$ cat config.mk
export PLATFORM = sky130hd
export DESIGN_NAME = node_rx_arbiter
export DESIGN_NICKNAME = d
export VERILOG_FILES = /design/src/rtl/node_rx_arbiter_pkg.sv /design/src/rtl/node_rx_arbiter_rr_grant.sv /design/src/rtl/node_rx_arbiter.sv
export SDC_FILE = /design/constraint.sdc
export NUM_CORES = 1
export LEC_CHECK = 0
export BUFFER_PORTS_ARGS = -buffer_cell sky130_fd_sc_hd__buf_4
export CAP_MARGIN = 10
export CORE_UTILIZATION = 25
export CTS_CLUSTER_DIAMETER = 30
export CTS_CLUSTER_SIZE = 30
export DETAILED_ROUTE_END_ITERATION = 16
export PLACE_DENSITY = 0.39
export SYNTH_ARGS = -nofsm -noshare
export SYNTH_HDL_FRONTEND = slang
export SYNTH_HIERARCHICAL = 1
export SYNTH_SLANG_ARGS = --single-unit
$ cat constraint.sdc
create_clock -name clk -period 3.16 [get_ports clk]
set_clock_uncertainty 0.05 [all_clocks]
set_input_delay 0.948 -clock clk [delete_from_list [all_inputs] [get_ports clk]]
set_output_delay 0.948 -clock clk [all_outputs]
set_load 0.1 [all_outputs]
$ cat src/rtl/node_rx_arbiter_pkg.sv
// rtl/node_rx_arbiter_pkg.sv - shared constants and elaboration helpers for node_rx_arbiter
package node_rx_arbiter_pkg;

   localparam int DATA_W     = 32;
   localparam int NPORTS_MIN = 2;
   localparam int NPORTS_MAX = 16;

   function automatic int clog2(input int n);
      int r;
      r = 0;
      while ((1 << r) < n) r++;
      return r;
   endfunction

endpackage

$ cat src/rtl/node_rx_arbiter_rr_grant.sv
// rtl/node_rx_arbiter_rr_grant.sv - combinational rotate-priority search starting at ptr
module rr_grant #(
   parameter int nports = 4,
   parameter int idw    = 2
) (
   input  logic [nports-1:0] req,
   input  logic [idw-1:0]    ptr,
   input  logic              en,
   output logic              gnt_valid,
   output logic [idw-1:0]    gnt_idx
);

   logic [idw-1:0] idx;

   // Scan from the farthest offset down so the nearest pending port to ptr wins.
   always_comb begin
      gnt_valid = 1'b0;
      gnt_idx   = '0;
      idx       = '0;
      if (en) begin
         for (int k = nports - 1; k >= 0; k--) begin
            idx = idw'((int'(ptr) + k) % nports);
            if (req[idx]) begin
               gnt_valid = 1'b1;
               gnt_idx   = idx;
            end
         end
      end
   end

endmodule

$ cat src/rtl/node_rx_arbiter.sv
// rtl/node_rx_arbiter.sv - one-entry per-port slots sharing a queue write port round-robin
module node_rx_arbiter
   import node_rx_arbiter_pkg::*;
#(
   parameter int width  = DATA_W,
   parameter int nports = 4,
   parameter int idw    = 2
) (
   input  logic                     clk,
   input  logic                     reset,
   input  logic [nports-1:0]        rx_alert,
   input  logic [nports*width-1:0]  rx_data,
   input  logic                     q_full,
   input  logic                     clr_ovf,
   output logic                     q_wrEn,
   output logic [width-1:0]         q_data,
   output logic [idw-1:0]           q_src,
   output logic [nports-1:0]        pending,
   output logic [nports-1:0]        overflow
);

   if (nports < NPORTS_MIN || nports > NPORTS_MAX || idw != clog2(nports)) begin : g_bad_cfg
      $fatal(1, "node_rx_arbiter: nports out of range or idw != clog2(nports)");
   end

   logic [width-1:0]  slot_q [nports];
   logic [width-1:0]  slot_d [nports];
   logic [nports-1:0] pending_q, pending_d;
   logic [nports-1:0] overflow_q, overflow_d;
   logic [nports-1:0] ovf_set;
   logic [idw-1:0]    ptr_q, ptr_d;
   logic              q_wrEn_q, q_wrEn_d;
   logic [width-1:0]  q_data_q, q_data_d;
   logic [idw-1:0]    q_src_q, q_src_d;

   logic              gnt_valid;
   logic [idw-1:0]    gnt_idx;

   rr_grant #(
      .nports (nports),
      .idw    (idw)
   ) u_rr_grant (
      .req       (pending_q),
      .ptr       (ptr_q),
      .en        (~q_full),
      .gnt_valid (gnt_valid),
      .gnt_idx   (gnt_idx)
   );

   // A port granted this edge frees its slot, so a coincident alert is a refill, not an overrun.
   always_comb begin
      slot_d    = slot_q;
      pending_d = pending_q;
      ovf_set   = '0;
      for (int i = 0; i < nports; i++) begin
         if (rx_alert[i]) begin
            if (!pending_q[i] || (gnt_valid && gnt_idx == idw'(i))) begin
               slot_d[i]    = rx_data[i*width +: width];
               pending_d[i] = 1'b1;
            end else begin
               ovf_set[i] = 1'b1;
            end
         end else if (gnt_valid && gnt_idx == idw'(i)) begin
            pending_d[i] = 1'b0;
         end
      end
      overflow_d = (overflow_q & ~{nports{clr_ovf}}) | ovf_set;
   end

   always_comb begin
      q_wrEn_d = gnt_valid;
      q_data_d = q_data_q;
      q_src_d  = q_src_q;
      ptr_d    = ptr_q;
      if (gnt_valid) begin
         q_data_d = slot_q[gnt_idx];
         q_src_d  = gnt_idx;
         ptr_d    = (gnt_idx == idw'(nports - 1)) ? '0 : gnt_idx + idw'(1);
      end
   end

   always_ff @(posedge clk) begin
      if (reset) begin
         for (int i = 0; i < nports; i++) slot_q[i] <= '0;
         pending_q  <= '0;
         overflow_q <= '0;
         ptr_q      <= '0;
         q_wrEn_q   <= 1'b0;
         q_data_q   <= '0;
         q_src_q    <= '0;
      end else begin
         slot_q     <= slot_d;
         pending_q  <= pending_d;
         overflow_q <= overflow_d;
         ptr_q      <= ptr_d;
         q_wrEn_q   <= q_wrEn_d;
         q_data_q   <= q_data_d;
         q_src_q    <= q_src_d;
      end
   end

   assign q_wrEn   = q_wrEn_q;
   assign q_data   = q_data_q;
   assign q_src    = q_src_q;
   assign pending  = pending_q;
   assign overflow = overflow_q;

endmodule

# Yosys cells after proc, flatten, opt, wreduce, memory -nomap -nowiden
# Cells that the tools add are included.
# classes
add_sub_neg	4
multipliers	0
n_div	0
n_lt_le_gt_ge	5
n_eq_ne	7
n_shift	0
mux	42
bitwise_logic	4
reduce_logical	25
# op_table
operator	n
binary-select mux 32 bit (select 2 bit)	1
two-way mux 32 bit	2
two-way mux 1 bit	29
AND reduction 2 bit	8
< comparator 2 x 3 -> 1 bit, second input constant	4
two-way mux 2 bit	6
binary-select mux 1 bit (select 2 bit)	4
!= test 2 x 1 -> 1 bit, second input constant	4
nonzero test 2 bit	4
adder 2 x 1 -> 2 bit, second input constant	2
adder 2 bit, second input constant	2
AND 4 bit	1
equality test 2 bit, second input constant	2
logical AND 1 bit	4
logical NOT 1 bit	4
logical OR 1 bit	4
inverter 4 bit	1
OR 4 bit	1
greater-or-equal comparator 3 bit, second input constant	1
inverter 2 -> 3 bit	1
equality test 2 x 1 -> 1 bit, second input constant	1
logical NOT 2 bit	1
# word_totals
regBits	173
latchBits	0
ramBits	0
mem_bits_ro	0
in_bits	136
out_inout_bits	43
elab_cells	100
n_memories	0

# Depth between registers and ports, before layout
# Gate-level depths: netlist (run 1).
# depth
ltp_word	14
depth_mapped	13
ltp_nobuf	9

# By module
# Netlist (run 1), hierarchy kept.
# modules_own_cells
mod	n_inst	cells_per_inst	area_each_um2	seq_area_each_um2
node_rx_arbiter	1	759	8185.4	3463.3
rr_grant	1	19	103.8	0.0

# Worst setup path before layout (run 1)
# Ideal clock, no wire load.
# synth_timing
path_type	register -> register
startpoint	register pending_q[1] (netlist: pending[1])
endpoint	register slot_q[32] (netlist name)
setup_ns	0.120
t_arrival_ns	3.102
required_time_ns	2.990
slack_ns	-0.111
path_stages_with_launch	14
path_buffers	4
period_less_slack_ns	3.271
cell_sequence	dfxtp_1 nand2b_1 a21oi_1 a311oi_1 nor3_1 buf_2 buf_2 inv_1 ha_1 a21boi_0 nor2b_1 buf_2 buf_6 mux2i_1
# synth_between
elab_chain_len	11
word_cells_on_any_way	22
classes_between	eq/ne: 1; mux: 18; reduce/logical: 3
# synth_rtl
item	line_no	source
start: declaration	node_rx_arbiter.sv:28	logic [nports-1:0] pending_q, pending_d;
start signal: assignment	node_rx_arbiter.sv:93	pending_q <= pending_d;
binary-select mux 1 bit (select 2 bit)	node_rx_arbiter_rr_grant.sv:23	if (req[idx]) begin
two-way mux 1 bit (not written as such)	node_rx_arbiter_rr_grant.sv:23	
two-way mux 2 bit (3 in a row)	node_rx_arbiter_rr_grant.sv:23	
two-way mux 2 bit *	node_rx_arbiter_rr_grant.sv:23	
two-way mux 2 bit *	node_rx_arbiter_rr_grant.sv:20	if (en) begin
named net gnt_idx[0]	node_rx_arbiter.sv:37	logic [idw-1:0] gnt_idx;
equality test 2 bit *	node_rx_arbiter.sv:57	if (!pending_q[i] || (gnt_valid && gnt_idx == idw'(i))) begin
logical AND 1 bit *	node_rx_arbiter.sv:57	
logical OR 1 bit *	node_rx_arbiter.sv:57	
AND reduction 2 bit (no source line) *	n/a	
end signal: assignment	node_rx_arbiter.sv:92	slot_q <= slot_d;
end: declaration	node_rx_arbiter.sv:26	logic [width-1:0] slot_q [nports];
# Mark *: on every way through the listed nets, which the timed path passes. The rest lies on a longest branch. The select of a mux whose other input is x is not followed.
# A chain may end at the register's enable or synchronous reset.

# Worst setup path in the final report (run 1)
# layout_timing
startpoint	register pending_q[0] (netlist: pending[0])
endpoint	register slot_q[108] (netlist name)
# layout_between
elab_chain_len	11
word_cells_on_any_way	23
classes_between	mux: 18; reduce/logical: 5
# layout_rtl
item	line_no
binary-select mux 1 bit (select 2 bit)	node_rx_arbiter_rr_grant.sv:23
two-way mux 1 bit (not written as such)	node_rx_arbiter_rr_grant.sv:23
two-way mux 2 bit (3 in a row)	node_rx_arbiter_rr_grant.sv:23
two-way mux 2 bit *	node_rx_arbiter_rr_grant.sv:23
two-way mux 2 bit *	node_rx_arbiter_rr_grant.sv:20
named net gnt_idx[0]	node_rx_arbiter.sv:37
logical NOT 2 bit *	node_rx_arbiter.sv:57
logical AND 1 bit *	node_rx_arbiter.sv:57
logical OR 1 bit *	node_rx_arbiter.sv:57
AND reduction 2 bit (no source line) *	n/a
# Marked as above.

==> metrics.csv, run 1 <==
stage,metric,value,unit
status,status,finished clean,
synth,syn-cell-area,0.00829,mm^2
grt,grt-ovfl-total,0,
floorplan,die_h,184,um
worst_setup_path,rr_endpoint,slot_q[108],
pwr,vdd.ir_drop.worst,0.361,mV
cts,ctsResizeCount,0,
cts,clk_latency,430,ps
cts,cts-root-buf,clkbuf_16,
timing,rsz0062_at_grt,no,
timing,setup_viol,0,
routing,num_vias,5788,
timing,slew_headroom,0.576,
hold_path,hold_depth,2,
final_layout,final_area,0.0107,mm^2
timing,fin_setup_tns,0,ps
cts,htreeDepth,4,
synth,syn-instance-count,778,
final_layout,fillers,3365,
routing,wire_per_inst,16.3,um
place,place_hpwl,15.5,mm
worst_setup_path,cp_max_fo,12,
worst_setup_path,ff2ff_setup_slack,530,ps
routing,drtIter0Drc,208,
grt,grt_pass1_wl,35.5,mm
timing,tightest_slew,635,ps
floorplan,ioPinCount,179,
worst_setup_path,worst_setup_path_end_kind,flip-flop,
routing,routed_wirelength,22.7,mm
floorplan,dieArea,0.0339,mm^2
final_layout,diodes,0,
grt,antenna_found_initial,0,
hold_path,min_path_type,reg2reg,
worst_setup_path,critPathLaunchType,flip-flop,
synth,yosysWarnings,6,
floorplan,initial_core_util,0.254,
final_layout,final_cells,1391,
pwr,p_per_area,522,mW/mm^2
worst_setup_path,regToRegStartpoint,pending[0],
timing,fin_hold_ws,422,ps
final_layout,area_delta_synth_final,29.5,%
timing,slew_viol_final,0,
routing,dr.pass1.iters,4,
synth,syn_nets,918,
floorplan,die_x,184,um
timing,fmax,0.380,GHz
synth,ys_ff_latch,173,
cts,cts_tree,done,
cts,cts.sinks,173,
worst_setup_path,reg2reg_depth,10,
cts,clkTransAtPathRegs,80,ps
hold_path,min_to,slot_q[98],
timing,final_hold_viol_count,0,
place,place_area,0.0101,mm^2
place,gp_congestion,0.693,
final_layout,fin_nets,1076,
final_layout,drive_gt1_frac,0.287,
grt,grt_pass1_vias,6088,
timing,post-route-period-util,0.833,
synth,synth_cell_types,27,
worst_setup_path,critPathKind,reg2reg,
floorplan,core-area,0.0326,mm^2
cts,post-cts-setup-buffer-count,0,
worst_setup_path,worstPathArrival,2940,ps
grt,grt_max_degree,75,
synth,yosysSeqAreaShare,0.418,
pwr,p_leak,4.43,nW
job,drv_cap,0,
routing,vias_per_cell,4.16,
timing,min_period,2630,ps
worst_setup_path,required,3470,ps
hold_path,hp-start,slot_q[98],
routing,drcViolationCount,0,
routing,ant_nets,0,
cts,cts_buffer_depth,2,
place,io_buffers,178,
floorplan,rows,66,
place,dp.cells,1359,
cts,cts_made_buffers,17,
cts,hold_buffers,0,
grt,grt_use_total,0.139,
synth,synth.avg_cell_area,10.7,um^2
cells in the final DEF, fill, tap and decap left out, types with 3 or more instances in the layout:
cell type and count:
buf_4 188, dfxtp_2 4, mux4_2 29, inv_1 5, mux2i_1 164, a21oi_1 7, nor2b_1 5, buf_12 11
a21boi_0 4, clkbuf_16 17, mux4_1 3, ha_1 4, nor2_1 50, dfxtp_1 169, inv_8 3, nor2b_4 4
inv_6 7, nand2b_1 258
how the worst max path moves through the flow:
stage          startpoint          end  slack (ps)  depth (start not counted)
2_1_floorplan      q_full  slot_q[100]         200                         12
3_3_place_gp       q_full   q_data[31]         170                          8
3_5_place_dp       q_full   q_data[31]         170                          8
4_1_cts        pending[0]  slot_q[108]         460                         10
5_1_grt        pending[0]  slot_q[127]         300                         10
6_report       pending[0]  slot_q[108]         530                         10
cells in the mapped netlist:
cell type    n  area share
mux4_1       3      0.0095
buf_6       13       0.018
mux2i_1    164        0.20
nand2_1      2     0.00091
buf_8        1      0.0018
nor2b_1      9      0.0068
a21boi_0     4      0.0036
o21ai_0      2      0.0012
nor3_1       1     0.00060
buf_2       11      0.0066
inv_1        5      0.0023
or3_1        1     0.00076
buf_4        3      0.0027
mux4_2      29       0.079
nand3_1      1     0.00060
nand2b_1   258        0.19
a21o_1       1     0.00091
a211oi_1     1     0.00091
nor2_1      50       0.023
clkbuf_1    29       0.013
o21a_1       1     0.00091
dfxtp_1    173        0.42
a311oi_1     1      0.0011
buf_12       2      0.0048
buf_1        2     0.00091
ha_1         4      0.0060
a21oi_1      7      0.0042
stage by stage:
stage | utilization | setup slack, ps | power (W)
after floorplan | - | 201 | 0.00319
after global placement | 0.311 | 167 | 0.00356
after detailed placement | 0.311 | 172 | 0.00356
after CTS | 0.329 | 458 | 0.00571
after global routing | 0.329 | 305 | 0.00588
final | 0.329 | 527 | 0.00560
final cells by class:
type	count	area, um^2	share of cell area
Multi-Input combinational cell	539	4470	0.416
Sequential cell	173	3470	0.323
Timing Repair Buffer	200	1640	0.153
Tap cell	442	553	0.0515
Clock buffer	18	439	0.0409
Clock inverter	14	144	0.0134
Inverter	5	18.8	0.00175
power by group:
part	internal, W	switching [W]
clock	0.00108	0.00103
sequential	0.00232	0.0000863
combinational	0.000490	0.000589
kinds of logic after synthesis:
kind of cell | Yosys count | share of synthesized area
simple gates | 322 | 0.227
mux | 196 | 0.286
flops | 173 | 0.418
buf+inv | 66 | 0.0500
compound gates | 17 | 0.0128
fa+ha+maj | 4 | 0.00604
state kept, by name, indices dropped and copies added (netlist names):
register,cells
q_data,32
pending,4
q_wrEn,1
overflow,4
q_src,2
slot_q,128
ptr_q,2
per-layer routing:
layer / GRT usage / vias to the layer above / wire [um]
met5: 0 / - / 0
met2: 0.218 / 114 / 10100
met4: 0.0360 / 0 / 209
met1: 0.193 / 2746 / 11600
met3: 0.0271 / 14 / 783
li1: - / 2914 / -
critical path, stage by stage, from the launching register on:
cell	delay, ps
dfxtp_2	360
or3_1	420
a21oi_1	190
nor3_2	110
inv_1	90
ha_1	140
a21boi_0	80
buf_4	150
nor2b_4	510
buf_12	250
mux2i_1	190
Power figures use the tool's default switching activity.
==> run 2, diff against run 1 <==
==> constraint.sdc (replaced) <==
create_clock -name clk -period 2.5 [get_ports clk]
set_clock_uncertainty 0.05 [all_clocks]
set_input_delay 0.75 -clock clk [delete_from_list [all_inputs] [get_ports clk]]
set_output_delay 0.75 -clock clk [all_outputs]
set_load 0.1 [all_outputs]
==> metrics.csv, run 2 (synthesis results as in run 1) <==
stage,metric,value,unit
status,status,finished clean,
timing,slew_viol_final,0,
final_layout,final_cells,1401,
worst_setup_path,cp_max_fo,16,
worst_setup_path,worstPathArrival,2640,ps
floorplan,dieArea,0.0339,mm^2
final_layout,area_delta_synth_final,31.3,%
floorplan,rows,66,
pwr,vdd.ir_drop.worst,0.435,mV
final_layout,multi_input_area,0.00448,mm^2
cts,clk_latency,430,ps
routing,ant_nets,0,
cts,ctsResizeCount,0,
floorplan,die_h,184,um
cts,cts-root-buf,clkbuf_16,
grt,grt_pass1_wl,34.9,mm
pwr,swShare,0.305,
floorplan,die_x,184,um
cts,htreeDepth,4,
final_layout,final_common_cell,nand2b_1,
job,drv_cap,0,
cts,cts.sinks,173,
grt,grt-ovfl-total,0,
place,io_buffers,178,
final_layout,seqCellArea,0.00348,mm^2
hold_path,min_path_type,reg2reg,
pwr,clkPwrFrac,0.371,
place,dp.cells,1369,
worst_setup_path,critPathKind,reg2reg,
timing,setup_viol,0,
routing,drcViolationCount,0,
cts,cts_tree,done,
worst_setup_path,critPathLaunchType,flip-flop,
place,gp_congestion,0.681,
cts,post-cts-setup-buffer-count,0,
floorplan,ioPinCount,179,
grt,antenna_found_initial,0,
grt,grt_use_total,0.137,
pwr,p_seq_frac,0.430,
pwr,comb_power_share,0.199,
floorplan,initial_core_util,0.254,
timing,tightest_slew,480,ps
routing,drtIter0Drc,235,
timing,min_period,2340,ps
final_layout,diodes,0,
cts,clkTransAtPathRegs,80,ps
pwr,switchingPower,0.00216,W
grt,grt_pass1_vias,6047,
pwr,finalPower,0.00709,W
final_layout,largest_register_ffs,128,
final_layout,fillers,3353,
timing,post-route-period-util,0.936,
cts,hold_buffers,0,
pwr,p_leak,4.50,nW
timing,final_hold_viol_count,0,
final_layout,final_cell_mix,"nand2b_1, buf_4, dfxtp_1",
pwr,intPower,0.00492,W
timing,rsz0062_at_grt,no,
worst_setup_path,worst_setup_path_end_kind,flip-flop,
routing,dr.pass1.iters,4,
cts,cts_buffer_depth,2,
timing,slew_headroom,0.678,
place,place_hpwl,15.7,mm
final_layout,largest-register,slot_q,
routing,num_vias,5763,
pwr,p_per_area,651,mW/mm^2
timing,fmax,0.427,GHz
timing,fin_setup_tns,0,ps
routing,routed_wirelength,22.6,mm
floorplan,core-area,0.0326,mm^2
worst_setup_path,required,2800,ps
routing,wire_per_inst,16.1,um
grt,grt_max_degree,81,
routing,vias_per_cell,4.11,
final_layout,drive_gt1_frac,0.296,
cts,cts_made_buffers,17,
final_layout,fin_nets,1086,
-- run 2: worst paths after layout --
check / start / end / slack [ps] / depth (start not counted)
max: ptr_q[1] / slot_q[109] / 160 / 10
min: slot_q[83] / slot_q[83] / 420 / 2
max reg2reg: ptr_q[1] / slot_q[109] / 160 / 10
min reg2reg: slot_q[83] / slot_q[83] / 420 / 2
-- run 2: final cells by class --
type,instances,share of cell area
multi-input cells,539,0.412
flip-flops and latches,173,0.320
repair buffers,210,0.164
well taps,442,0.0508
clock buffers,17,0.0391
clock inverters,15,0.0135
inverters,5,0.00172
-- run 2: routing by layer --
metal,part of all wire,up-vias,global-route usage
met3,0.040,12,0.0288
met1,0.50,2698,0.190
li1,-,2935,-
met2,0.45,118,0.216
met4,0.0077,0,0.0330
met5,0,-,0
-- run 2: worst max-delay path, stage by stage, from the launching register on --
cell and delay [ps]:
dfxtp_1 450, nand2b_1 140, a21oi_1 60, a311oi_1 440, nor3_4 130, inv_1 110, ha_1 170, a21boi_2 80
nor2b_4 210, buf_12 210, mux2i_1 200
-- run 2: power groups by stage --
stage               registers [W]  clock network (W)  logic (W)
finish                    0.00305            0.00263    0.00141
global route              0.00307            0.00287    0.00152
CTS                       0.00305            0.00274    0.00144
detailed placement        0.00311                  0    0.00143
global placement          0.00311                  0    0.00143
floorplan                 0.00333                  0   0.000708
-- run 2: through the flow --
| step | worst slack, ps | cell area, um^2 | util | hold WS [ps] |
|---|---|---|---|---|
| 2_1_floorplan | 3.24 | 8340 | - | 394 |
| 3_3_place_gp | -71.8 | 10300 | 0.316 | 406 |
| 3_5_place_dp | -105 | 10300 | 0.316 | 408 |
| 4_1_cts | 49.2 | 10900 | 0.334 | 426 |
| 5_1_grt | 4.31 | 10900 | 0.334 | 435 |
| 6_report | 159 | 10900 | 0.334 | 421 |
==> run 3, diff against run 2 <==
--- a/config.mk
+++ b/config.mk
@@ -5,13 +5,13 @@
 export SDC_FILE = /design/constraint.sdc
 export NUM_CORES = 1
 export LEC_CHECK = 0
-export BUFFER_PORTS_ARGS = -buffer_cell sky130_fd_sc_hd__buf_4
+export BUFFER_PORTS_ARGS = -buffer_cell sky130_fd_sc_hd__buf_2
 export CAP_MARGIN = 10
-export CORE_UTILIZATION = 25
+export CORE_UTILIZATION = 45
 export CTS_CLUSTER_DIAMETER = 30
 export CTS_CLUSTER_SIZE = 30
 export DETAILED_ROUTE_END_ITERATION = 16
-export PLACE_DENSITY = 0.39
+export PLACE_DENSITY = 0.64
 export SYNTH_ARGS = -nofsm -noshare
 export SYNTH_HDL_FRONTEND = slang
 export SYNTH_HIERARCHICAL = 1
==> metrics.csv, run 3 (synthesis results as in run 1) <==
stage,metric,value,unit
routing,drcViolationCount,0,
hold_path,hold_depth,2,
worst_setup_path,regToRegStartpoint,pending[0],
pwr,p_per_area,689,mW/mm^2
timing,min_period,2310,ps
routing,drtIter0Drc,194,
pwr,finalPower,0.00700,W
final_layout,diodes,0,
timing,slew_viol_final,0,
grt,antenna_found_initial,0,
worst_setup_path,reg2reg_depth,8,
pwr,vdd.ir_drop.worst,0.472,mV
worst_setup_path,critPathLaunchType,flip-flop,
worst_setup_path,critPathKind,reg2reg,
routing,ant_nets,0,
timing,post-route-period-util,0.923,
cts,cts-root-buf,clkbuf_16,
cts,htreeDepth,4,
cts,hold_buffers,0,
cts,ctsResizeCount,0,
grt,grt_pass1_vias,5643,
floorplan,die_x,138,um
pwr,p_leak,4.38,nW
hold_path,min_to,slot_q[125],
timing,slew_headroom,0.666,
status,status,finished clean,
timing,fin_hold_ws,420,ps
place,place_area,0.00957,mm^2
cts,cts_buffer_depth,2,
floorplan,initial_core_util,0.460,
final_layout,fin_nets,1086,
grt,grt_use_total,0.206,
cts,clk_latency,420,ps
final_layout,final_common_cell,nand2b_1,
hold_path,hp-start,slot_q[125],
place,io_buffers,178,
worst_setup_path,worst_setup_path_end_kind,flip-flop,
cts,clkTransAtPathRegs,60,ps
final_layout,largest_register_ffs,128,
place,gp_congestion,0.813,
timing,final_hold_viol_count,0,
worst_setup_path,worstPathArrival,2570,ps
routing,dr.pass1.iters,4,
final_layout,fillers,1618,
floorplan,dieArea,0.0190,mm^2
timing,setup_viol,0,
hold_path,min_path_type,reg2reg,
grt,grt_pass1_wl,29.4,mm
cts,cts_tree,done,
worst_setup_path,ff2ff_setup_slack,190,ps
timing,rsz0062_at_grt,no,
final_layout,drive_gt1_frac,0.295,
worst_setup_path,cp_max_fo,18,
final_layout,area_delta_synth_final,22.6,%
place,dp.cells,1156,
final_layout,final_area,0.0102,mm^2
cts,cts.sinks,173,
timing,tightest_slew,504,ps
final_layout,largest-register,slot_q,
floorplan,die_h,138,um
job,drv_cap,0,
floorplan,rows,49,
place,place_hpwl,13.1,mm
worst_setup_path,rr_endpoint,slot_q[15],
floorplan,core-area,0.0180,mm^2
grt,grt_max_degree,66,
worst_setup_path,required,2760,ps
grt,grt-ovfl-total,0,
final_layout,final_cells,1188,
routing,num_vias,5741,
floorplan,ioPinCount,179,
timing,fmax,0.433,GHz
cts,post-cts-setup-buffer-count,0,
cts,cts_made_buffers,17,
routing,wire_per_inst,15.6,um
routing,routed_wirelength,18.5,mm
final_layout,final_util,0.564,
final_layout,final_cell_mix,"nand2b_1, buf_2, dfxtp_1",
routing,vias_per_cell,4.83,
## run 3: changes by cell type in the layout (fill, tap and decap cells not counted), sizes merged
cell / previous run / this run
bufinv: 0 / 2
clkbuf: 17 / 22
inv: 14 / 6
clkinv: 5 / 3
clkinvlp: 1 / 4
## run 3: worst max path at each step
stage / start / endpoint / slack (ps) / depth (start not counted)
final: pending[0] / slot_q[15] / 190 / 8
after global routing: ptr_q[1] / slot_q[14] / 50 / 9
after CTS: ptr_q[1] / slot_q[10] / 180 / 9
after detailed placement: q_full / q_data[13] / -50 / 9
after global placement: q_full / q_data[9] / -0.3 / 9
after floorplan: q_full / slot_q[66] / 3 / 12
## run 3: through the flow
step / setup WS, ps / TNS [ps]
floorplan: 3.24 / 0
CTS: 181 / 0
global placement: -0.267 / -0.417
finish: 192 / 0
detailed placement: -53.7 / -204
global route: 52.3 / 0
## run 3: critical path: stages (launching register included)
cell,delay (ps)
dfxtp_4,360
or3_1,390
a21oi_1,240
nor3_4,80
ha_1,240
a21boi_0,390
nor2b_4,110
buf_12,190
mux2i_1,130
## run 3: area by class of cell
type,count,area [um^2],area share
Clock buffer,22,484,0.0476
Timing Repair Buffer,210,1310,0.129
Inverter,5,18.8,0.00185
Tap cell,229,287,0.0282
Clock inverter,10,111,0.0110
Sequential cell,173,3480,0.342
Multi-Input combinational cell,539,4470,0.440
## run 3: report_power, final
group | switching, W | internal (W) | total [W]
registers | 0.000107 | 0.00294 | 0.00305
clock network | 0.00109 | 0.00157 | 0.00267
logic | 0.000722 | 0.000567 | 0.00129
total | 0.00192 | 0.00508 | 0.00700
## run 3: routing by layer
metal / wire, um / vias up / GRT usage
met4: 158 / 0 / 0.0580
met3: 760 / 11 / 0.0419
li1: - / 2931 / -
met2: 8670 / 132 / 0.326
met5: 0 / - / 0
met1: 8930 / 2667 / 0.283
